**src/rtl/ecc_parity_encoder.sv**
```systemverilog
// SECDED parity encoder: S1 masks the data and forms the Hamming bits,
// S2 adds the overall parity bit and assembles the 8/16/32-bit codeword.
module ecc_parity_encoder #(
    parameter int DATA_WIDTH      = 32,
    parameter int AMBA_ADDR_WIDTH = 32,
    parameter int AMBA_WORD       = 32,
    parameter int CNT_WIDTH       = 16
) (
    input  logic                  clk,
    input  logic                  rst,
    input  logic [1:0]            cw_width,
    input  logic                  in_valid,
    output logic                  in_ready,
    input  logic [DATA_WIDTH-1:0] data_in,
    output logic                  out_valid,
    input  logic                  out_ready,
    output logic [5:0]            parity_out,
    output logic [DATA_WIDTH-1:0] cw_out,
    input  logic                  cnt_clr,
    output logic [CNT_WIDTH-1:0]  enc_count
);

    // Handshake: a word moves into a stage when that stage is empty or is
    // itself draining this cycle; every stage holds its contents otherwise.
    localparam logic [1:0] W_S = 2'd0;
    localparam logic [1:0] W_M = 2'd1;
    localparam logic [1:0] W_L = 2'd2;

    logic                 s1_valid_q, s1_valid_d;
    logic [1:0]           s1_width_q, s1_width_d;
    logic [25:0]          s1_data_q, s1_data_d;
    logic [4:0]           s1_p_q, s1_p_d;
    logic                 s2_valid_q, s2_valid_d;
    logic [5:0]           parity_q, parity_d;
    logic [31:0]          cw_q, cw_d;
    logic [CNT_WIDTH-1:0] enc_count_q, enc_count_d;

    logic        in_fire, out_fire, s2_free, s1_move;
    logic [1:0]  width_sel;
    logic [25:0] data_masked;
    logic        po;
    logic        unused_sig;

    // Data bit j uses column code c(j): the j-th value >= 3 that is not a power of two.
    function automatic logic [4:0] hamming(input logic [25:0] d);
        logic [4:0] p;
        logic [4:0] j;
        logic [4:0] code;
        p = '0;
        for (int i = 0; i < 5; i++) begin
            j = '0;
            for (int v = 3; v < 32; v++) begin
                if ((v & (v - 1)) != 0) begin
                    code = 5'(v);
                    if (code[i[2:0]]) p[i[2:0]] = p[i[2:0]] ^ d[j];
                    j = j + 5'd1;
                end
            end
        end
        return p;
    endfunction

    assign unused_sig = ^{data_in[DATA_WIDTH-1:26], 1'(AMBA_ADDR_WIDTH & 1), 1'(AMBA_WORD & 1)};

    assign s2_free  = ~s2_valid_q | out_ready;
    assign s1_move  = s1_valid_q & s2_free;
    assign in_ready = ~s1_valid_q | ~s2_valid_q | out_ready;
    assign in_fire  = in_valid & in_ready;
    assign out_fire = s2_valid_q & out_ready;

    always_comb begin
        width_sel   = (cw_width == 2'd3) ? W_L : cw_width;
        data_masked = data_in[25:0];
        case (width_sel)
            W_S:     data_masked = {22'b0, data_in[3:0]};
            W_M:     data_masked = {15'b0, data_in[10:0]};
            default: data_masked = data_in[25:0];
        endcase
    end

    always_comb begin
        s1_valid_d = s1_valid_q;
        s1_width_d = s1_width_q;
        s1_data_d  = s1_data_q;
        s1_p_d     = s1_p_q;
        if (s1_move) s1_valid_d = 1'b0;
        if (in_fire) begin
            s1_valid_d = 1'b1;
            s1_width_d = width_sel;
            s1_data_d  = data_masked;
            s1_p_d     = hamming(data_masked);
        end
    end

    // Upper Hamming bits are naturally zero for S/M, so the full XOR is safe.
    assign po = (^s1_data_q) ^ (^s1_p_q);

    always_comb begin
        s2_valid_d = s2_valid_q;
        parity_d   = parity_q;
        cw_d       = cw_q;
        if (s2_free) s2_valid_d = s1_valid_q;
        if (s1_move) begin
            case (s1_width_q)
                W_S: begin
                    parity_d = {2'b0, po, s1_p_q[2:0]};
                    cw_d     = {24'b0, po, s1_p_q[2:0], s1_data_q[3:0]};
                end
                W_M: begin
                    parity_d = {1'b0, po, s1_p_q[3:0]};
                    cw_d     = {16'b0, po, s1_p_q[3:0], s1_data_q[10:0]};
                end
                default: begin
                    parity_d = {po, s1_p_q};
                    cw_d     = {po, s1_p_q, s1_data_q};
                end
            endcase
        end
    end

    always_comb begin
        enc_count_d = enc_count_q;
        if (cnt_clr) enc_count_d = '0;
        else if (out_fire && !(&enc_count_q)) enc_count_d = enc_count_q + 1'b1;
    end

    always_ff @(posedge clk or posedge rst) begin
        if (rst) begin
            s1_valid_q  <= 1'b0;
            s1_width_q  <= 2'd0;
            s1_data_q   <= '0;
            s1_p_q      <= '0;
            s2_valid_q  <= 1'b0;
            parity_q    <= '0;
            cw_q        <= '0;
            enc_count_q <= '0;
        end else begin
            s1_valid_q  <= s1_valid_d;
            s1_width_q  <= s1_width_d;
            s1_data_q   <= s1_data_d;
            s1_p_q      <= s1_p_d;
            s2_valid_q  <= s2_valid_d;
            parity_q    <= parity_d;
            cw_q        <= cw_d;
            enc_count_q <= enc_count_d;
        end
    end

    assign out_valid  = s2_valid_q;
    assign parity_out = parity_q;
    assign cw_out     = DATA_WIDTH'(cw_q);
    assign enc_count  = enc_count_q;

endmodule

```
**config.mk**
```make
export PLATFORM = sky130hd
export DESIGN_NAME = ecc_parity_encoder
export DESIGN_NICKNAME = d
export VERILOG_FILES = /design/src/rtl/ecc_parity_encoder.sv
export SDC_FILE = /design/constraint.sdc
export NUM_CORES = 1
export LEC_CHECK = 0
export CAP_MARGIN = 0
export CORE_MARGIN = 3
export CORE_UTILIZATION = 25
export DETAILED_ROUTE_END_ITERATION = 7
export GPL_TIMING_DRIVEN = 0
export HOLD_SLACK_MARGIN = 0.08
export SYNTH_ARGS = -nofsm -noshare
export SYNTH_HDL_FRONTEND = slang
export SYNTH_SLANG_ARGS = --single-unit
```
**constraint.sdc**
```tcl
create_clock -name clk -period 3.72 [get_ports clk]
set_input_delay 0.744 -clock clk [delete_from_list [all_inputs] [get_ports clk]]
set_output_delay 0.744 -clock clk [all_outputs]
set_load 0.01 [all_outputs]
```
Word-level counts from Yosys, hierarchy flattened. Index checks and enable logic that the tools add are counted.

Memories: 0. Output and inout bits: 56. Flip-flop bits (word level): 89. RAM bits: 0. Memory bits (read-only): 0. Latch bits: 0.

Multiplexer cells: 152. Multipliers: 0. Order comparisons: 25. Reduce and logical (&&, ||, !) cells: 9. Shifts and indexed selects: 0. Bitwise gates (word level): 79. Eq/ne operators: 3. Add/subtract/negate cells: 25. Divide/modulo/power cells: 0.

Operator list (number): < comparator 5 x 6 -> 1 bit, second input constant (25); binary-select mux 1 bit (select 5 bit) (25); 2-to-1 mux 5 bit (25); adder 5 x 1 -> 5 bit, second input constant (24); 2-to-1 mux 1 bit (96); XOR 1 bit (71); one-hot mux 32 bit (2 select lines) (1); one-hot mux 26 bit (2 select lines) (1); 2-to-1 mux 16 bit (2); XOR reduction 26 bit (1); adder 16 x 1 -> 16 bit, second input constant (1); AND reduction 16 bit (1); one-hot mux 6 bit (2 select lines) (1); XOR reduction 5 bit (1); equality test 2 x 1 -> 1 bit, second input constant (2); logical NOT 2 bit (2); nonzero test 2 bit (2); AND 1 bit (3); bitwise OR 1 bit (3); equality test 2 bit, second input constant (1); 2-to-1 mux 2 bit (1); inverter 1 bit (2); logical AND 1 bit (1); logical NOT 1 bit (1).

Longest topological paths before layout.
Depth after elaboration: 56. Gate-level depth with buffers: 7. Gate-level depth less buffers: 6.

Least setup slack after synthesis. Ideal clock, no wire load.

Path type: input -> register. Start point: input data_in[24]. End point: register s1_p_q[3]. Data required time: 3651 ps. Slack: 1549 ps. Buffers on the path: 0. Stages: 5. Arrival: 2102 ps. Cell sequence: xnor2_1 > xor3_1 > and3_1 > or4_1 > nand3_1.

Cells in the longest elaborated chain, start to end: 31. Elaborated cells on any way between the ends: 59. Classes of those cells: mux: 45; bitwise: 14.

Ends and longest elaborated chain: start, declared (RTL line 14) `input logic [DATA_WIDTH-1:0] data_in,`; one-hot mux 26 bit (2 select lines) (*) (RTL line 74) `case (width_sel)`; binary-select mux 1 bit (select 5 bit) (RTL line 55) `if (code[i[2:0]]) p[i[2:0]] = p[i[2:0]] ^ d[j];`; 2-to-1 mux 1 bit (implied by the code) (RTL line 55); 2-to-1 mux 1 bit (RTL line 87) `if (in_fire) begin`; XOR 1 bit (RTL line 55); 2-to-1 mux 1 bit (RTL line 87); XOR 1 bit (RTL line 55); 2-to-1 mux 1 bit (RTL line 87); [15 not listed]; 2-to-1 mux 1 bit (RTL line 87); XOR 1 bit (RTL line 55); 2-to-1 mux 1 bit (RTL line 87); XOR 1 bit (RTL line 55); 2-to-1 mux 1 bit (RTL line 87); XOR 1 bit (RTL line 55); 2-to-1 mux 1 bit (RTL line 87); XOR 1 bit (*) (RTL line 55); end signal, assigned (RTL line 141) `s1_p_q <= s1_p_d;`; end, declared (RTL line 32) `logic [4:0] s1_p_q, s1_p_d;`.

Every way passes the cells marked *; elsewhere a longest branch is shown, timed or not. The select of a mux whose other input is x is not followed. A chain may end at the register's enable or synchronous reset.

Final worst setup path.
Start point: input out_ready. End point: output in_ready.

Cells in the longest elaborated chain, start to end: 1.

Ends and longest elaborated chain: start, declared (RTL line 16) `input logic out_ready,`; bitwise OR 1 bit (RTL line 67) `assign in_ready = ~s1_valid_q | ~s2_valid_q | out_ready;`; end, declared (RTL line 13) `output logic in_ready,`.

No other way between the ends.

==> impl_metrics.yaml <==
power:
  p_leak_uw: 0.00253
  p_int_uw: 2290
  vdd_drop_max_mv: 0.298
  clockPowerShare_pct: 28.4
  powerDensity_nw_per_um2: 546
  pwr-share-seq_pct: 37.7
  power.switching_uw: 1060
  combPwrFrac_pct: 33.9
  p_sw_share_pct: 31.6
cts:
  path_clk_slew_ps: 70
  cts_tree: "done"
  root_buffer: "clkbuf_16"
  cts_resized: 0
  cts_setup_buffers: 0
  worst_skew_pair.late_latency_ps: 340
  cts_buffer_depth: 2
  cts_max_level: 3
  cts.sinks: 88
  hold_buffers: 0
  numCtsBuffers: 9
routing:
  drt-met1-wl_mm: 5.93
  met2_length_mm: 5.36
  top_layer_used: "met4"
  routed-via-count: 3539
  ant_nets: 0
  first_iter_violations: 194
  wl_per_cell_microns: 14.7
  postRouteWirelength_mm: 11.9
  drc: 0
  route.met3.wl_microns: 342
  avgViaCountPerCell: 4.39
  first_pass_iters: 4
job:
  max-cap-violations: 0
worst_setup_path:
  crit_chain: "clkdlybuf4s50_1 > nand3b_1 > clkdlybuf4s50_1"
  cp.buffers_inverters: 2
  cp-start-kind: "input pin"
  cp_slowest_stage_delay_ps: 580
  crit_slowest_cell: "clkdlybuf4s50_1"
  cp_top_family: "buffers and inverters"
  worstPathRequired_ps: 2980
  crit_arrival_ps: 2050
  path_max_fanout: 4
  critical_path_class: "in -> out"
  crit_top_cell: "clkdlybuf4s50_1"
  critPathCaptureType: "output port"
synth:
  yosysMostFrequentCell: "nand2_1"
  yosys_warnings: 0
  ys_seq_area_share_pct: 47.5
  ys_top_cells_by_area: "dfrtp_1, xnor2_1, nand2_1"
  netlist_instances: 474
  synthTopCellsByCount: "nand2_1, dfrtp_1, o21ai_0"
  synth_top_cell_by_area: "dfrtp_1"
  netlist.area_leader.share_pct: 47.5
  ys_ff_latch: 88
  synth.net_count: 514
  synth_edf_count: 0
  synth.distinct_cells: 42
  ys.flop_type: "dfrtp_1"
  async_reset_ff_share_pct: 100
  syn_area_per_cell_sq_um: 9.79
  syn_area_sq_um: 4640
status:
  outcome: "completed"
global_routing:
  grt_util_all_layers_pct: 12.0
  grt_max_degree: 51
  grt_pass1_vias: 3527
  grt_pass1_wl_mm: 19.1
  antenna_found_initial: 0
  overflow: 0
sta:
  period_share_pct: 75.2
  maxSlewHeadroom_pct: 20.9
  setup_slack_ps: 922
  worst_pin_slew_ps: 1180
  fin_worst_skew_ps: 9.69
  fin_crit_ps: 2800
  setup_viol: 0
  finalHoldViolations: 0
  rsz0062_at_grt: "no"
  fmax_mhz: 357
  report.final.slew_viol_count: 0
die:
  die_y_microns: 142
  ioPinCount: 95
  rows: 49
  die_width_microns: 142
  core_sq_um: 18100
  fp.dieArea_sq_um: 20200
  start_util_pct: 25.6
placement:
  gp_congestion: 0.796
  dpl_cell_area_sq_um: 5830
  place_ws_ps: 799
  dpl.hpwl_mm: 9.38
  port_buffers: 87
worst_hold_path:
  hold_path.class: "reg -> reg"
finish:
  num-fill-cells: 1859
  fin_nets: 613
  layout-drive-gt1-share_pct: 6.57
  multi_input_area_sq_um: 2320
  post-route-util_pct: 33.9
  num_antenna_cells: 0
  areaGrowthSynthToFinish_pct: 32.3
  finish.instance_area_sq_um: 6140
  regArea_sq_um: 2200
[kinds of logic (layout without fill, tap and decap cells)]
group | count (synthesis) | after routing | synth area share (%)
and+or+nand+nor | 181 | 181 | 17.1
muxes | 15 | 15 | 3.56
xor gates and xnor gates | 78 | 78 | 19.5
AOI/OAI and AO/OA | 81 | 81 | 9.55
adders and majority gates | 1 | 1 | 0.270
DFF | 88 | 88 | 47.5
buffers and inverters | 30 | 134 | 2.51
[worst register-to-register path: stages (launching register included)]
cell and delay [ps]:
dfrtp_1 460, nand4_1 200, nor4_1 1030, nor2_1 170, xnor2_1 190, nor2_1 50
[routing by layer]
| metal | track usage, % | vias to the layer above |
|---|---|---|
| met1 | 17.1 | 1668 |
| met5 | 0 | - |
| li1 | - | 1785 |
| met3 | 2.32 | 17 |
| met2 | 18.4 | 69 |
| met4 | 4.09 | 0 |
[power by group through the flow]
stage | sequential, uW | clock [uW] | combinational, uW
2_1_floorplan | 1280 | 0 | 669
3_3_place_gp | 1280 | 0 | 1140
3_5_place_dp | 1290 | 0 | 1150
4_1_cts | 1270 | 968 | 1160
5_1_grt | 1290 | 1010 | 1220
6_report | 1260 | 952 | 1140
[sequential cells by signal, indices dropped and copies added, names as in the netlist]
signal and flops:
s1_p_q 5, enc_count 16, s1_data_q 26, parity_out 6, out_valid 1, cw_out 31, s1_width_q 2, s1_valid_q 1
[path summary, 6_finish.rpt]
kind | startpoint | endpoint | slack (ps) | cells after the start
worst min-delay path | cw_out[28] | cw_out[28] | 480 | 2
min in group asynchronous | rst | cw_out[28] | 810 | 2
worst max register to register | enc_count[3] | enc_count[0] | 1490 | 5
max in group asynchronous | rst | enc_count[1] | 2290 | 3
worst max-delay path | out_ready | in_ready | 920 | 3
worst min register to register | cw_out[28] | cw_out[28] | 480 | 2
[cell usage in the layout, fill, tap and decap left out, types with 5 or more instances in the layout]
cell / n
nand2_1: 107
dfrtp_1: 88
clkdlybuf4s50_1: 87
o21ai_0: 57
xnor2_1: 55
nor2_1: 26
clkbuf_1: 19
mux2_2: 12
a21oi_1: 11
xnor3_1: 10
clkbuf_16: 9
xor2_1: 7
nand3_1: 7
and3_1: 6
nand2b_1: 5
inv_1: 5
a211oi_1: 5
nand4_1: 5
nor4_1: 5
nor3_1: 5
[per-stage QoR]
step           TNS (ps)  hold slack, ps  power (uW)  cells
2_1_floorplan         0             473        1950    474
3_3_place_gp     -74220             464        2420    790
3_5_place_dp          0             469        2440    791
4_1_cts               0             483        3400    807
5_1_grt               0             510        3530    807
6_report              0             477        3350    807
[final cells by class]
type / instances / share of cell area [%]
Tap cell: 229 / 4.67
Inverter: 6 / 0.408
Buffer: 24 / 1.53
Clock buffer: 10 / 3.89
Sequential cell: 88 / 35.9
Timing Repair Buffer: 88 / 14.6
Clock inverter: 6 / 1.20
Multi-Input combinational cell: 356 / 37.8
No activity file was read; power rests on OpenSTA's default activity.
==> edit (same flow settings) <==
Put one more register stage on the output `enc_count`. The value now appears one clock later. The other outputs are not delayed to match.
--- a/src/rtl/ecc_parity_encoder.sv
+++ b/src/rtl/ecc_parity_encoder.sv
@@ -151,3 +151,5 @@
     assign cw_out     = DATA_WIDTH'(cw_q);
-    assign enc_count  = enc_count_q;
+    always_ff @(posedge clk) begin
+        enc_count <= enc_count_q;
+    end
 
Function: not settled (the Yosys comparison gave no result); the edit may change what the design does.
==> edit against the unedited design <==
- sequential cell count increased by 16
- count of clock-buffer cells in the layout increased by 1
- critical path depth unchanged
- power increased by 11%
- final cell count increased by 4.3%
- synthesized area increased by 4.9%
- sequential share of layout area increased by 3.5 points
- design area increased by 4.4%
- hold slack got worse by 0.097 ns
- routed wire length decreased by 2.7%
- setup slack improved by 0.025 ns
- global-route usage decreased by 0.86 points
==> edit: results (changes against the unedited design) <==
[sta]
hold_viol=0  ; unchanged
skew_ns=0.00695  ; -0.00274 ns
slew_headroom_pct=59.8  ; +39 points

[synth]
synth.area.top_cells=dfrtp_1 45%, xnor2_1 9.4%, nand2_1 8.6%
syn_nets=518  ; +0.78%
synth_flop_cell=dfrtp_1
synth_cell_types=41  ; -2.4%
synth_common_cells=112 x nand2_1, 88 x dfrtp_1, 53 x o21ai_0
async_reset_ff_share_pct=84.6  ; -15 points
seq_area_frac_synth_pct=51.8  ; +4.3 points
synth_area_per_cell_um2=10.2  ; +4.1%
yosysWarnings=0  ; unchanged

[final_layout]
antenna_cells=0  ; unchanged
largest_reg_flops=32  ; +3.2%
nets=617  ; +0.65%
layout-drive-gt1-share_pct=7.56  ; +0.99 points
fin_cells=842  ; +4.3%
n_fill_cell=1998  ; +7.5%

[clock_tree]
numCtsBuffers=9  ; unchanged
h-tree-depth=3  ; unchanged
clockRootBuffer=clkbuf_16
cts-resized-gates=0  ; unchanged
clk_pin_slew_ns=0.07  ; about the same
cts_buffer_depth=2  ; unchanged
post_cts_buffers=0  ; unchanged
worstSkewPairLatency_ns=0.35

[critical_path]
crit_path_top_delay_cell=clkdlybuf4s50_1
cpPeakStageDelay_ns=0.57
cp_max_fo=3  ; -1

[outcome]
status=complete, no violations

[power_and_ir_drop]
power_leakage_nw=2.65  ; +4.7%
ir_drop_mv=0.348  ; +17%

[global_routing]
grt_use_total_pct=11.2  ; -0.86 points
antenna_found_initial=0  ; unchanged
grt_pass1_wl_um=18900  ; -1.1%
grt_max_degree=72  ; +41%

[place]
post-dp-hpwl_um=8910  ; -5.1%
io_buffers=87  ; unchanged
place_inst=826  ; +4.4%
place_congestion=0.777  ; -2.4%

[drt]
via_count=3516  ; -0.65%
drtIter0Drc=171  ; -12%
firstDrtPassIters=4  ; unchanged
wl_um=11500  ; -2.7%

[hold_path]
hp-class=flip-flop to flip-flop

[edit: metal layers]
metal	wire (µm)	track usage [%]	vias to the layer above
met5	0	0	-
met4	113	3.28	0
met3	586	2.34	9
met2	5100	17.0	93
met1	5730	16.1	1653
li1	-	-	1761
[edit: through the flow]
stage	hold WS (ns)	instance area, µm²	worst slack [ns]
2_1_floorplan	0.347	4870	0.697
3_3_place_gp	0.353	6060	-0.768
3_5_place_dp	0.364	6090	0.860
4_1_cts	0.381	6410	0.937
5_1_grt	0.401	6410	0.861
6_report	0.380	6410	0.948
[edit: cell type report]
| class | instances | area [µm²] | area share, % |
|---|---|---|---|
| plain buffers | 25 | 103 | 1.60 |
| clock buffers | 11 | 233 | 3.63 |
| clock inverters | 5 | 81.3 | 1.27 |
| inverters | 5 | 21.3 | 0.332 |
| multi-input cells | 344 | 2220 | 34.7 |
| flip-flops and latches | 104 | 2520 | 39.4 |
| well taps | 260 | 325 | 5.08 |
| repair buffers | 88 | 898 | 14.0 |
[edit: where the power goes]
group | total [W] | switching, W | internal (W)
clock | 0.00100 | 0.000414 | 0.000590
combinational | 0.00126 | 0.000572 | 0.000683
sequential | 0.00145 | 0.000150 | 0.00130
[edit: path summary, 6_finish.rpt]
kind                                              from                     endpoint  slack [ns]  cells past startpoint
max                                          out_ready                     in_ready        0.95                      3
min                        enc_count_q[15]$_DFFE_PP0P_        enc_count[15]$_DFF_P_        0.38                      0
max reg2reg                  s1_data_q[13]$_DFFE_PP0P_    parity_out[3]$_DFFE_PP0P_        1.73                      6
min reg2reg                enc_count_q[15]$_DFFE_PP0P_        enc_count[15]$_DFF_P_        0.38                      0
max in group asynchronous                          rst       cw_out[28]$_DFFE_PP0P_        2.40                      3
min in group asynchronous                          rst  enc_count_q[12]$_DFFE_PP0P_        0.69                      2
[edit: critical path: cells and delay by family]
| family | cells | cell delay [ns] |
|---|---|---|
| buffers and inverters | 2 | 1.09 |
| and+or+nand+nor | 1 | 0.19 |
[edit: logic make-up after synthesis]
| logic type | Yosys count | share of synthesized area [%] |
|---|---|---|
| AND/OR/NAND/NOR | 164 | 14.2 |
| multiplexers | 20 | 4.47 |
| flip-flops | 104 | 51.8 |
| adder cells (fa/ha/maj) | 1 | 0.257 |
| buffers and inverters | 30 | 2.49 |
| AO/OA/AOI/OAI | 74 | 8.38 |
| XOR/XNOR | 85 | 18.4 |
